## src/rtl/mem_arb_pkg.sv

```systemverilog
// mem_arb_pkg: shared types and constants for the memory port arbiter.
//   state_e   - arbiter FSM states (IDLE, BUSY_IF, BUSY_DM)
//   gnt_e     - grant selection (GNT_IF, GNT_DM)
//   NOP_INSTR - instruction returned to fetch when memory times out
package mem_arb_pkg;

  typedef enum logic [1:0] {
    IDLE    = 2'd0,
    BUSY_IF = 2'd1,
    BUSY_DM = 2'd2
  } state_e;

  typedef enum logic {
    GNT_IF = 1'b0,
    GNT_DM = 1'b1
  } gnt_e;

  localparam logic [31:0] NOP_INSTR = 32'h0000_0013;

endpackage

```

## src/rtl/mem_arb_pick.sv

```systemverilog
// mem_arb_pick: chooses which requester wins the shared memory port.
// Config macro: MEM_ARB_RR_EN
//   undefined - fixed priority, DM wins a tie
//   defined   - round-robin on ties, last-grant pointer resets to IF
// Ports:
//   clk, rst  - clock / async active-high reset (round-robin build only)
//   take_i    - grant is being accepted this cycle (round-robin build only)
//   if_req_i  - fetch request (already masked by caller)
//   dm_req_i  - load/store request (already masked by caller)
//   gnt_o     - selected requester
module mem_arb_pick
  import mem_arb_pkg::*;
(
`ifdef MEM_ARB_RR_EN
  input  logic clk,
  input  logic rst,
  input  logic take_i,
`endif
  input  logic if_req_i,
  input  logic dm_req_i,
  output gnt_e gnt_o
);

`ifdef MEM_ARB_RR_EN
  gnt_e last_q;

  always_comb begin
    gnt_o = GNT_IF;
    if (if_req_i && dm_req_i) begin
      gnt_o = (last_q == GNT_DM) ? GNT_IF : GNT_DM;
    end else if (dm_req_i) begin
      gnt_o = GNT_DM;
    end
  end

  always_ff @(posedge clk or posedge rst) begin
    if (rst) begin
      last_q <= GNT_IF;
    end else if (take_i) begin
      last_q <= gnt_o;
    end
  end
`else
  always_comb begin
    gnt_o = dm_req_i ? GNT_DM : GNT_IF;
  end
`endif

endmodule

```

## src/rtl/mem_port_arbiter.sv

```systemverilog
// mem_port_arbiter: shares one single-port memory between an instruction
// fetch port (IF) and a load/store port (DM).
// Config macro: MEM_ARB_RR_EN (round-robin tie break, see mem_arb_pick).
// Ports:
//   clk, rst                 - clock, async active-high reset
//   if_req/if_addr           - fetch request, held until if_valid
//   if_rdata/if_valid        - fetch data, 1-cycle completion pulse
//   dm_req/we/mask/addr/wdata- load/store request, held until dm_valid
//   dm_rdata/dm_valid        - load data, 1-cycle completion pulse
//   mem_req/we/mask/addr/wdata - registered memory request
//   mem_rdata/mem_ack        - memory read data and acknowledge
//   stall_if/stall_dm        - pipeline stalls
//   timeout_err              - sticky memory timeout flag
module mem_port_arbiter
  import mem_arb_pkg::*;
#(
  parameter int unsigned ADDR_W         = 32,
  parameter int unsigned DATA_W         = 32,
  parameter int unsigned TIMEOUT_CYCLES = 255
) (
  input  logic              clk,
  input  logic              rst,
  input  logic              if_req,
  input  logic [ADDR_W-1:0] if_addr,
  output logic [DATA_W-1:0] if_rdata,
  output logic              if_valid,
  input  logic              dm_req,
  input  logic              dm_we,
  input  logic [3:0]        dm_mask,
  input  logic [ADDR_W-1:0] dm_addr,
  input  logic [DATA_W-1:0] dm_wdata,
  output logic [DATA_W-1:0] dm_rdata,
  output logic              dm_valid,
  output logic              mem_req,
  output logic              mem_we,
  output logic [3:0]        mem_mask,
  output logic [ADDR_W-1:0] mem_addr,
  output logic [DATA_W-1:0] mem_wdata,
  input  logic [DATA_W-1:0] mem_rdata,
  input  logic              mem_ack,
  output logic              stall_if,
  output logic              stall_dm,
  output logic              timeout_err
);

  // Counter holds the number of busy cycles already elapsed, so the abort
  // fires on the edge where the count would reach TIMEOUT_CYCLES.
  localparam logic [15:0] TO_LAST = 16'(TIMEOUT_CYCLES - 1);

  state_e            state_q, state_d;
  logic [15:0]       cnt_q, cnt_d;
  logic              mem_req_q, mem_req_d;
  logic              mem_we_q, mem_we_d;
  logic [3:0]        mem_mask_q, mem_mask_d;
  logic [ADDR_W-1:0] mem_addr_q, mem_addr_d;
  logic [DATA_W-1:0] mem_wdata_q, mem_wdata_d;
  logic [DATA_W-1:0] if_rdata_q, if_rdata_d;
  logic [DATA_W-1:0] dm_rdata_q, dm_rdata_d;
  logic              if_valid_q, if_valid_d;
  logic              dm_valid_q, dm_valid_d;
  logic              err_q, err_d;

  // A requester is invisible during its own completion pulse, since it
  // still holds req in that cycle.
  logic if_req_m, dm_req_m;
  gnt_e gnt;

  assign if_req_m = if_req & ~if_valid_q;
  assign dm_req_m = dm_req & ~dm_valid_q;

`ifdef MEM_ARB_RR_EN
  logic take;
  assign take = (state_q == IDLE) && (if_req_m || dm_req_m);

  mem_arb_pick u_pick (
    .clk      (clk),
    .rst      (rst),
    .take_i   (take),
    .if_req_i (if_req_m),
    .dm_req_i (dm_req_m),
    .gnt_o    (gnt)
  );
`else
  mem_arb_pick u_pick (
    .if_req_i (if_req_m),
    .dm_req_i (dm_req_m),
    .gnt_o    (gnt)
  );
`endif

  always_comb begin
    state_d     = state_q;
    cnt_d       = cnt_q;
    mem_req_d   = mem_req_q;
    mem_we_d    = mem_we_q;
    mem_mask_d  = mem_mask_q;
    mem_addr_d  = mem_addr_q;
    mem_wdata_d = mem_wdata_q;
    if_rdata_d  = if_rdata_q;
    dm_rdata_d  = dm_rdata_q;
    if_valid_d  = 1'b0;
    dm_valid_d  = 1'b0;
    err_d       = err_q;

    unique case (state_q)
      IDLE: begin
        if (if_req_m || dm_req_m) begin
          mem_req_d = 1'b1;
          cnt_d     = '0;
          if (gnt == GNT_DM) begin
            state_d     = BUSY_DM;
            mem_we_d    = dm_we;
            mem_mask_d  = dm_mask;
            mem_addr_d  = dm_addr;
            mem_wdata_d = dm_wdata;
          end else begin
            state_d     = BUSY_IF;
            mem_we_d    = 1'b0;
            mem_mask_d  = '0;
            mem_addr_d  = if_addr;
            mem_wdata_d = '0;
          end
        end
      end
      BUSY_IF, BUSY_DM: begin
        // Ack on the final counted cycle still wins over the abort.
        if (mem_ack) begin
          state_d   = IDLE;
          mem_req_d = 1'b0;
          cnt_d     = '0;
          if (state_q == BUSY_IF) begin
            if_valid_d = 1'b1;
            if_rdata_d = mem_rdata;
          end else begin
            dm_valid_d = 1'b1;
            if (!mem_we_q) dm_rdata_d = mem_rdata;
          end
        end else if (cnt_q == TO_LAST) begin
          state_d   = IDLE;
          mem_req_d = 1'b0;
          cnt_d     = '0;
          err_d     = 1'b1;
          if (state_q == BUSY_IF) begin
            if_valid_d = 1'b1;
            if_rdata_d = DATA_W'(NOP_INSTR);
          end else begin
            dm_valid_d = 1'b1;
            dm_rdata_d = '0;
          end
        end else begin
          cnt_d = cnt_q + 16'd1;
        end
      end
      default: begin
        state_d   = IDLE;
        mem_req_d = 1'b0;
        cnt_d     = '0;
      end
    endcase
  end

  always_ff @(posedge clk or posedge rst) begin
    if (rst) begin
      state_q     <= IDLE;
      cnt_q       <= '0;
      mem_req_q   <= 1'b0;
      mem_we_q    <= 1'b0;
      mem_mask_q  <= '0;
      mem_addr_q  <= '0;
      mem_wdata_q <= '0;
      if_rdata_q  <= '0;
      dm_rdata_q  <= '0;
      if_valid_q  <= 1'b0;
      dm_valid_q  <= 1'b0;
      err_q       <= 1'b0;
    end else begin
      state_q     <= state_d;
      cnt_q       <= cnt_d;
      mem_req_q   <= mem_req_d;
      mem_we_q    <= mem_we_d;
      mem_mask_q  <= mem_mask_d;
      mem_addr_q  <= mem_addr_d;
      mem_wdata_q <= mem_wdata_d;
      if_rdata_q  <= if_rdata_d;
      dm_rdata_q  <= dm_rdata_d;
      if_valid_q  <= if_valid_d;
      dm_valid_q  <= dm_valid_d;
      err_q       <= err_d;
    end
  end

  assign mem_req     = mem_req_q;
  assign mem_we      = mem_we_q;
  assign mem_mask    = mem_mask_q;
  assign mem_addr    = mem_addr_q;
  assign mem_wdata   = mem_wdata_q;
  assign if_rdata    = if_rdata_q;
  assign dm_rdata    = dm_rdata_q;
  assign if_valid    = if_valid_q;
  assign dm_valid    = dm_valid_q;
  assign timeout_err = err_q;
  assign stall_if    = if_req & ~if_valid_q;
  assign stall_dm    = dm_req & ~dm_valid_q;

endmodule

```

## config.mk

```make
export PLATFORM = sky130hd
export DESIGN_NAME = mem_port_arbiter
export DESIGN_NICKNAME = d
export VERILOG_FILES = /design/src/rtl/mem_arb_pkg.sv /design/src/rtl/mem_arb_pick.sv /design/src/rtl/mem_port_arbiter.sv
export SDC_FILE = /design/constraint.sdc
export NUM_CORES = 1
export LEC_CHECK = 0
export ABC_AREA = 1
export CAP_MARGIN = 20
export CORE_UTILIZATION = 40
export DETAILED_ROUTE_END_ITERATION = 12
export GPL_TIMING_DRIVEN = 0
export PLACE_DENSITY = 0.86
export SYNTH_ARGS = -nofsm -noshare
export SYNTH_HDL_FRONTEND = slang
export SYNTH_HIERARCHICAL = 1
export SYNTH_SLANG_ARGS = --single-unit
```

## constraint.sdc

```tcl
create_clock -name clk -period 4.7 [get_ports clk]
set_input_delay 0.94 -clock clk [delete_from_list [all_inputs] [get_ports clk]]
set_output_delay 0.94 -clock clk [all_outputs]
set_load 0.01 [all_outputs]
```

# After elaboration in Yosys (flattened, before gate mapping)
# Cells that the tools add are included.
# word_totals
register_bits,155
latchBits,0
mem_bits_rw,0
mem_bits_ro,0
out_inout_bits,139
elab_cells,69
memories,0
# classes
addsub,1
mul,0
div_mod_pow,0
order_cmp,0
eq_ne,6
shift,0
n_mux,35
bitwise,6
n_reduce_logical,9
# op_table
cell,count
$mux 32,11
$mux 16,3
$pmux 16 s2,1
$add 16x1->16 const B,1
$eq 16x8->1 const B,1
$mux 1,13
$mux 2,4
$reduce_and 3->1,2
$mux 4,1
$ne 2x2->1 const B,2
$not 1->1,4
$pmux 2 s2,1
$reduce_and 2->1,2
$reduce_and 4->1,1
$ne 3x3->1 const B,1
$and 1x1->1,2
$eq 2x1->1 const B,1
$eq 2x2->1 const B,1
$logic_not 2->1,1
$pmux 1 s2,1
$reduce_bool 2->1,1
$reduce_or 2->1,1
$logic_or 1x1->1,1

# Logic depth before layout (Yosys ltp)
# depth
depth_word,6
mapped_depth,11

# By module
# The synthesis kept the hierarchy.
# by_module_without_submodules
module,n_inst,cells_each,area_each_um2,seq_area_each_um2
mem_port_arbiter,1,865,7079.3,3878.7
mem_arb_pick,1,1,7.5,0.0

# Worst setup path after synthesis
# OpenSTA, ideal clock, no wires.
# synth_timing
path_type,input to register
from,in dm_req
to,reg mem_addr_q[0] (netlist: mem_addr[0])
setup_time_ps,82
arrival_ps,1993
t_required_ps,4618
path_slack_ps,2625
path_stages,8
path_cell_list,nand2_1 inv_1 buf_4 clkbuf_1 inv_1 clkbuf_1 nand2_1 a31oi_1
# synth_between
elab_chain_cells,3
elab_cells_between_ends,5
# synth_lines
element,line_no,rtl
"start, declared",mem_port_arbiter.sv:27,"input logic dm_req,"
$and 1x1->1,--,
via stall_dm,mem_port_arbiter.sv:42,"output logic stall_dm,"
$mux 1,mem_arb_pick.sv:45,gnt_o = dm_req_i ? GNT_DM : GNT_IF;
via gnt,mem_port_arbiter.sv:66,gnt_e gnt;
$mux 32,mem_port_arbiter.sv:110,if (gnt == GNT_DM) begin
"end signal, assigned",mem_port_arbiter.sv:182,mem_addr_q <= mem_addr_d;
"end, declared",mem_port_arbiter.sv:55,"logic [ADDR_W-1:0] mem_addr_q, mem_addr_d;"
# The timed path passes the listed nets, and every way through them passes these cells.
# A chain may end at the register's enable or synchronous reset.

# Worst setup path after layout
# layout_timing
from,in dm_req
to,out stall_dm
# layout_between
elab_chain_cells,1
# layout_lines
element,line_no,rtl
$and 1x1->1,mem_port_arbiter.sv:203,assign stall_dm = dm_req & ~dm_valid_q;
"end, declared",mem_port_arbiter.sv:42,
# No other way between the ends.

==> summary.md <==
| Metric | Value |
|---|---|
| Outcome | completed |
| Reg2reg setup slack | 2570 ps |
| Share of layout cells above drive strength 1 | 0.0586 |
| Minimum clock period | 3070 ps |
| CTS HTree Levels | 4 |
| TNS Setup | 0 ps |
| Die X | 135 um |
| Syn nets | 1,008 |
| Port bufs | 275 |
| Max VDD drop | 0.000289 V |
| Post-DRT Antenna Nets | 0 |
| CTS tree | built |
| Initial DRT Pass Iterations | 5 |
| Core Area | 0.0173 sq mm |
| Worst Hold Depth | 2 |
| Final slew viol count | 0 |
| Worst r2r src | dm_valid |
| Via density | 5.02 |
| Fmax | 325 MHz |
| Cts hold-fix bufs | 0 |
| Worst-path clk slew | 60 ps |
| RSZ-0062 raised after global routing | no |
| Rows | 48 |
| GR Util All Layers | 0.245 |
| Seq. cell area | 0.00388 sq mm |
| Vias in the first global route | 6,945 |
| Final Setup Violations | 0 |
| Register share of total power | 0.331 |
| Number of distinct library cells after synthesis | 24 |
| Worst Setup EP | stall_dm |
| Sw Pwr | 0.00236 W |
| Worst Hold Slack | 467 ps |
| DP HPWL | 16.8 mm |
| Critical Path Source | dm_req |
| Critical path arrival | 2130 ps |
| LEAKAGE | 5.09 nW |
| Filler cell count | 1,463 |
| Final hold violation count | 0 |
| Post-synthesis cell count | 866 |
| CTS max path bufs | 2 |
| Die Y | 135 um |
| # DRC | 0 |
| Root buf cell | clkbuf_16 |
| Largest net degree at the start of global routing | 39 |
| RePlAce Congestion | 0.894 |
| DR iter-0 viols | 462 |
| Number of diodes | 0 |
| Fin crit share | 0.654 |
| Die ar. | 0.0183 sq mm |
| CP Class | in2out |
| Warnings from Yosys | 6 |
| WL per Instance | 15.6 um |
| Top Ports | 277 |
| Initial antenna violation count | 0 |
| Pwr/cell area | 589 mW/mm^2 |
| First-pass GRT wire length | 34.3 mm |
| Worst-path fanout max | 3 |
| Post-cts sizing count | 0 |
| CP Data Required Time | 3760 ps |
| Yosys reg bits | 155 |
| # nets final | 1,306 |
| FF-to-FF path depth | 9 |
| Worst flop-to-flop path endpoint | mem_addr[6] |
| Actual slew at the worst max-slew pin | 674 ps |
| Latest clock arrival within the worst-skew pair | 430 ps |
| Internal | 0.00401 W |
| Clock share of power | 0.226 |
| Net Sw Frac | 0.370 |
| Max-slew headroom | 0.550 |
| Syn-to-layout area delta | 52.7% |
| Post-Route WL | 21.9 mm |
| Worst Setup Start Kind | input port |
| Setup Buffers After CTS | 0 |
| Multi-input logic area | 0.00255 sq mm |
| Hold crit path type | reg2reg |
| Max-cap viol count | 0 |
| DR vias | 7,038 |
| Sequential share of the synthesized area | 0.547 |
| Clk_skew | 13.7 ps |
| GRT overflow | 0 |
| Worst hold start | if_rdata[18] |
| Comb power frac | 0.443 |
| Starting Density | 0.410 |
| Mean Syn Cell Area | 8.18 sq um |
| Inserted Clock Buffers | 17 |
| Setup crit end kind | output port |
| Cell Area, Synth | 0.00709 sq mm |
| CTS sink count | 155 |
## metal layers
metal | vias to the layer above | global-route usage | part of all wire | routed length (um)
met5 | - | 0 | 0 | 0
met2 | 283 | 0.417 | 0.50 | 10900
met3 | 65 | 0.0601 | 0.067 | 1470
li1 | 3387 | - | - | -
met1 | 3303 | 0.281 | 0.39 | 8500
met4 | 0 | 0.140 | 0.046 | 1010
## cells in the mapped netlist
library cell  instances  area [sq um]
nand2_1             271          1020
dfrtp_1             155          3880
inv_1                96           360
nand4_1              70           438
nor2_1               66           248
nand3_1              51           255
o21ai_0              41           205
a31oi_1              32           200
clkbuf_1             29           109
buf_2                17          85.1
buf_1                 7          26.3
buf_4                 4          30.0
buf_6                 4          45.0
ha_1                  4          50.1
xor2_1                4          35.0
a21oi_1               3          15.0
or2_2                 3          18.8
nand2_2               2          12.5
o21bai_1              2          15.0
a21oi_2               1          8.76
inv_2                 1          3.75
nand3_4               1          17.5
nor3_1                1          5.00
nor3b_1               1          7.51
## layout make-up
class | count | share of cell area
Timing Repair Buffer | 279 | 0.262
Multi-Input combinational cell | 553 | 0.235
Clock inverter | 12 | 0.0149
Clock buffer | 20 | 0.0422
Inverter | 97 | 0.0340
Tap cell | 225 | 0.0260
Sequential cell | 155 | 0.358
Buffer | 61 | 0.0273
## power groups by stage
stage / logic, W / registers, W / clock network [W]
after floorplan: 0.00110 / 0.00231 / 0
after global placement: 0.00275 / 0.00211 / 0
after detailed placement: 0.00282 / 0.00213 / 0
after CTS: 0.00285 / 0.00211 / 0.00146
after global routing: 0.00308 / 0.00216 / 0.00152
final: 0.00282 / 0.00211 / 0.00144
## through the flow
step                worst slack, ps  utilization  cell area [sq um]  power [W]  std cells
floorplan                      1800            -               7090    0.00341        866
global placement                471        0.585              10100    0.00485       1366
detailed placement             1580        0.590              10200    0.00495       1370
CTS                            1630        0.626              10800    0.00642       1402
global route                   1580        0.626              10800    0.00675       1402
finish                         1630        0.626              10800    0.00637       1402
## cell families (layout without fill, tap and decap cells)
| kind of cell | Yosys count | after routing | synth area share |
|---|---|---|---|
| buffers and inverters | 158 | 469 | 0.0930 |
| xor gates and xnor gates | 4 | 4 | 0.00494 |
| adders and majority gates | 4 | 4 | 0.00706 |
| AOI/OAI and AO/OA | 79 | 79 | 0.0627 |
| and+or+nand+nor | 466 | 466 | 0.285 |
| DFF | 155 | 155 | 0.547 |
## how the worst min path moves through the flow
stage                     slack (ps)      endpoint
after floorplan                  440    state_q[1]
after global placement           450   dm_rdata[4]
after detailed placement         460   dm_rdata[4]
after CTS                        470   dm_rdata[4]
after global routing             490   dm_rdata[4]
final                            470  if_rdata[18]
## placed cells by master (no fill, tap or decap), drive strengths merged
master         count
bufinv             3
clkbuf            49
nor3b              1
nand3             52
nor2              66
dfrtp            155
ha                 4
buf               36
inv               99
o21bai             2
o21ai             41
a21oi              4
xor2               4
nand2            273
nor3               1
clkdlybuf4s50    275
or2                3
clkinv             3
nand4             70
a31oi             32
clkinvlp           4
## registers in the layout (all words and copies together) (netlist names)
register	count
timeout_err	1
if_valid	1
mem_req	1
mem_wdata	32
state_q	2
mem_we	1
cnt_q	16
dm_rdata	32
dm_valid	1
mem_addr	32
if_rdata	32
mem_mask	4
## worst max-delay path, stage by stage
cell and delay, ps:
clkdlybuf4s50_1 460, nand2_1 80, inv_1 80, clkdlybuf4s50_1 560
(Power assumes the default switching activity.)
